--- src/rtl/branch_predictor.sv ---
// Direct-mapped branch target buffer with 2-bit saturating direction counters.
// Provides IF-stage next-PC prediction and EX-stage mispredict detection with redirect.
module branch_predictor #(
    parameter int INDEX_BITS = 4
) (
    input  logic        clock,
    input  logic        resetN,
    input  logic [31:0] ifPC,
    output logic        predTaken,
    output logic [31:0] predTarget,
    input  logic        exValid,
    input  logic        exIsBranch,
    input  logic [31:0] exPC,
    input  logic        exTaken,
    input  logic [31:0] exTarget,
    input  logic        exPredTaken,
    input  logic [31:0] exPredTarget,
    output logic        mispredict,
    output logic [31:0] redirectPC,
    output logic [31:0] branchCount,
    output logic [31:0] missCount
);

    localparam int ENTRIES = 2 ** INDEX_BITS;
    localparam int TAG_W   = 30 - INDEX_BITS;

    function automatic logic [1:0] ctr_sat_inc(input logic [1:0] c);
        return (c == 2'b11) ? 2'b11 : c + 2'b01;
    endfunction

    function automatic logic [1:0] ctr_sat_dec(input logic [1:0] c);
        return (c == 2'b00) ? 2'b00 : c - 2'b01;
    endfunction

    logic             valid_q  [ENTRIES];
    logic             valid_d  [ENTRIES];
    logic [TAG_W-1:0] tag_q    [ENTRIES];
    logic [TAG_W-1:0] tag_d    [ENTRIES];
    logic [31:0]      target_q [ENTRIES];
    logic [31:0]      target_d [ENTRIES];
    logic [1:0]       ctr_q    [ENTRIES];
    logic [1:0]       ctr_d    [ENTRIES];

    logic [31:0] branch_count_q, branch_count_d;
    logic [31:0] miss_count_q, miss_count_d;

    logic [INDEX_BITS-1:0] if_idx, ex_idx;
    logic [TAG_W-1:0]      if_tag, ex_tag;
    logic                  if_hit, ex_hit;
    logic                  update_en, stray_en;
    logic                  dir_wrong, tgt_wrong;
    logic                  unused_pc_bits;

    // Word-aligned PCs: the low two bits never carry information.
    assign unused_pc_bits = &{1'b0, ifPC[1:0], exPC[1:0]};

    assign if_idx = ifPC[INDEX_BITS+1:2];
    assign if_tag = ifPC[31:INDEX_BITS+2];
    assign ex_idx = exPC[INDEX_BITS+1:2];
    assign ex_tag = exPC[31:INDEX_BITS+2];

    assign if_hit = valid_q[if_idx] && (tag_q[if_idx] == if_tag);
    assign ex_hit = valid_q[ex_idx] && (tag_q[ex_idx] == ex_tag);

    always_comb begin
        predTaken  = if_hit && ctr_q[if_idx][1];
        predTarget = predTaken ? target_q[if_idx] : ifPC + 32'd4;
    end

    assign update_en = exValid && exIsBranch;
    assign stray_en  = exValid && !exIsBranch && exPredTaken;
    assign dir_wrong = exTaken != exPredTaken;
    assign tgt_wrong = exTaken && (exTarget != exPredTarget);

    always_comb begin
        mispredict = 1'b0;
        if (resetN && exValid) begin
            if (exIsBranch) begin
                mispredict = dir_wrong || tgt_wrong;
            end else begin
                mispredict = exPredTaken;
            end
        end
        redirectPC = (exIsBranch && exTaken) ? exTarget : exPC + 32'd4;
    end

    always_comb begin
        valid_d        = valid_q;
        tag_d          = tag_q;
        target_d       = target_q;
        ctr_d          = ctr_q;
        branch_count_d = branch_count_q;
        miss_count_d   = miss_count_q;

        if (update_en) begin
            branch_count_d = branch_count_q + 32'd1;
            if (ex_hit) begin
                if (exTaken) begin
                    ctr_d[ex_idx]    = ctr_sat_inc(ctr_q[ex_idx]);
                    target_d[ex_idx] = exTarget;
                end else begin
                    ctr_d[ex_idx] = ctr_sat_dec(ctr_q[ex_idx]);
                end
            end else if (exTaken) begin
                // Allocation evicts whatever occupies this index.
                valid_d[ex_idx]  = 1'b1;
                tag_d[ex_idx]    = ex_tag;
                target_d[ex_idx] = exTarget;
                ctr_d[ex_idx]    = 2'b10;
            end
        end

        // A non-branch predicted taken means a stale entry; drop it.
        if (stray_en && ex_hit) begin
            valid_d[ex_idx] = 1'b0;
        end

        if (mispredict) begin
            miss_count_d = miss_count_q + 32'd1;
        end
    end

    always_ff @(posedge clock) begin
        if (!resetN) begin
            for (int i = 0; i < ENTRIES; i++) begin
                valid_q[i]  <= 1'b0;
                tag_q[i]    <= '0;
                target_q[i] <= '0;
                ctr_q[i]    <= 2'b01;
            end
            branch_count_q <= '0;
            miss_count_q   <= '0;
        end else begin
            valid_q        <= valid_d;
            tag_q          <= tag_d;
            target_q       <= target_d;
            ctr_q          <= ctr_d;
            branch_count_q <= branch_count_d;
            miss_count_q   <= miss_count_d;
        end
    end

    assign branchCount = branch_count_q;
    assign missCount   = miss_count_q;

endmodule

--- config.mk ---
export PLATFORM = sky130hd
export DESIGN_NAME = branch_predictor
export DESIGN_NICKNAME = d
export VERILOG_FILES = /design/src/rtl/branch_predictor.sv
export SDC_FILE = /design/constraint.sdc
export NUM_CORES = 2
export LEC_CHECK = 0
export BUFFER_PORTS_ARGS = -buffer_cell sky130_fd_sc_hd__buf_4
export CAP_MARGIN = 15
export CORE_MARGIN = 2
export CORE_UTILIZATION = 67
export CTS_BUF_LIST = sky130_fd_sc_hd__clkbuf_16
export CTS_CLUSTER_SIZE = 16
export DETAILED_ROUTE_END_ITERATION = 8
export GPL_TIMING_DRIVEN = 0
export PLACE_DENSITY = 0.86
export SKIP_CTS_REPAIR_TIMING = 1
export SLEW_MARGIN = 0
export SYNTH_ARGS = -nofsm -noshare
export SYNTH_HDL_FRONTEND = slang
export SYNTH_SLANG_ARGS = --single-unit
--- constraint.sdc ---
create_clock -name clock -period 6.25 [get_ports clock]
set_input_delay 0 -clock clock [delete_from_list [all_inputs] [get_ports clock]]
set_output_delay 0 -clock clock [all_outputs]
set_load 0.005 [all_outputs]
==> run metrics <==
CP max-delay cell clkdlybuf4s15_1; outcome finished, violations left; first-pass GRT wire length 304 mm; most frequent cells in the layout nand2_1 (1634), dfxtp_1 (1040), a21oi_1 (588); GP Congestion 1.06; Initial Util 67.6%; RSZ-0062 raised after global routing no; Layout area overhead 13.7%; area leader, netlist dfxtp_1; Synth area leaders dfxtp_1 (41%), mux4_2 (17%), nand2_1 (12%); total congestion overflow 0; number of max-cap violations 0; Core ar. 75900 sq um; Hold Violations, Final 0; Setup Slack @ Placement 0.214 ns; initial antenna violation count 12; final worst-path setup slack 0.325 ns; DR vias/cell 6.92; slowest stage delay, CP 0.89 ns; Clock Path Buffers 3; clock sink count 1040; DR WL/cell 30.7 um; WP data required 6.25 ns; Max Slew Vio Count 0; Die X 281 um; Clock Skew 0.0445 ns; Syn Nets 5641; number of global-route vias before repair 46613; clock slew at reported path FFs 0.07 ns; failing checks design-rule violations; routed vias 48545; peak supply drop 0.245 mV; overall routing resource usage 53.4%; asr flop ratio synth 0%; crit-path cells buf_4 > buf_2 > buf_2 > clkdlybuf4s15_1 > mux4_2 > mux4_2 > xnor2_1 > nand4_1 > nor4_4 > clkbuf_1 > o21ai_0 > buf_4; Antenna Nets Post-Route 0; # setup viols final 0; Worst Tran Pin Value 1.43 ns; CTS tree built; CP Data Arrival Time 5.92 ns; CP Class input port to output port; critical path launch point type input port; pin count of the biggest net entering global routing 16; placed inst area 54400 sq um; leading cell type in the layout, fill and taps excluded nand2_1; Worst setup EP type output port; H-tree Lvls 3; Yosys warning count 0; area share of the largest cell type after synthesis 40.5%; drt drc 1; fin nets 6032; crit share post-route 94.8%; Max Clock Freq 0.169 GHz; # rows 101; num ports 264; Seq/Total Area, Yosys 40.5%; hpwl dp 155 mm; post-route cell area 58400 sq um; Synth Area per Inst 9.34 sq um; Min-Delay Path Class input port to register; post-synth cell types 59; Pre-Repair DR Iteration Count 9; CTS Buf Count 105; worst path bufs/invs 6; share of cells above drive strength 1 15.2%; Power Density 245 nW/um^2; P_leak 22.5 nW; I/O Buffers 215; die area 78900 sq um; Die Ht 281 um; synthesized cell area 51300 sq um; WL final 215 mm; Seq cells post-synth 1040; setup TNS 0 ns; Synth Flop Type dfxtp_1; post-route minimum period 5.92 ns; Top Family by Delay on Critical Path buffers and inverters; Max-slew headroom 4.65%; DRT iter0 DRCs 7566; overall power 14.3 mW; Cells after Synth 5500; number of synthesized flops with an enable pin 0; clk root buf clkbuf_16; clk_lat worst skew 0.72 ns; crit-path max FO 11
-- worst paths after layout --
path	to	slack (ns)	cells after the start	start
max	predTarget[18]	0.33	12	ifPC[3]
min	target_q[256]	0.005	5	exValid
min reg2reg	target_q[346]	0.45	2	target_q[346]
max reg2reg	tag_q[303]	1.89	12	tag_q[413]
-- tightest hold or removal path, cell delays in order --
cell and delay [ns]:
buf_4 0.16, nand2_1 0.18, nor2_1 0.17, nand2_1 0.10, a21oi_1 0.06
-- per-layer routing --
metal | track usage [%] | share of wire [%] | vias to the layer above
met4 | 51.9 | 12 | 23
met3 | 20.2 | 14 | 1419
met1 | 58.9 | 32 | 23037
li1 | - | - | 19910
met5 | 1.19 | 0.13 | -
met2 | 78.5 | 42 | 4156
-- sequential cells by signal (all words and copies together) (netlist names) --
| name | flops |
|---|---|
| tag_q | 416 |
| target_q | 512 |
| missCount | 32 |
| ctr_q | 32 |
| branchCount | 32 |
| valid_q | 16 |
-- Yosys cell counts, types with 11 or more instances --
cell type     n
nand3_1      70
and3_1       31
nor4_1       29
inv_1        18
buf_2        55
a22oi_1      26
buf_6        29
dfxtp_1    1040
buf_4        14
nand4_1      35
o21ai_0     109
or3_1        31
xnor2_1      85
clkbuf_1    384
and2_1       12
xor2_1       98
buf_1        36
nor2_1      106
and4_1       11
o31a_1       15
mux2_2       19
a21oi_1     588
a211oi_1     12
nand2_1    1634
mux4_2      383
mux2i_1     516
nand2_2      15
nor3_1       32
-- final cells by class --
type	count	area, sq um
antenna	5	12.5
buffer	517	2290
clock buffer	105	2630
clock inverter	87	689
fill	5141	17600
inverter	20	75.1
multi-input combinational	3922	28200
sequential	1040	20800
tap	1030	1290
timing repair buffer	285	2390
-- cells by family (layout without fill, tap and decap cells) --
logic type / count (synthesis) / in the layout / synth area share [%]
xor+xnor: 183 / 183 / 3.12
mux: 918 / 918 / 27.3
fa+ha+maj: 9 / 9 / 0.210
other cells: 0 / 5 / 0
compound gates: 781 / 781 / 8.10
buf+inv: 538 / 1014 / 4.59
flops: 1040 / 1040 / 40.5
simple gates: 2031 / 2031 / 16.1
-- per-stage QoR --
| step | std cells | util, % | hold WS [ns] |
|---|---|---|---|
| floorplan | 5500 | - | 0.0895 |
| global placement | 6745 | 71.4 | 0.265 |
| detailed placement | 6756 | 71.6 | 0.268 |
| CTS | 6948 | 76.0 | -0.283 |
| global route | 7006 | 76.8 | 0.0305 |
| finish | 7011 | 76.9 | 0.00537 |
-- report_power, final --
group	internal [mW]	switching (mW)	total [mW]	leakage, nW
registers	6.66	0.0222	6.68	8.38
logic	0.387	0.966	1.35	12.4
clock network	3.40	2.87	6.27	1.70
Power figures use the tool's default switching activity.
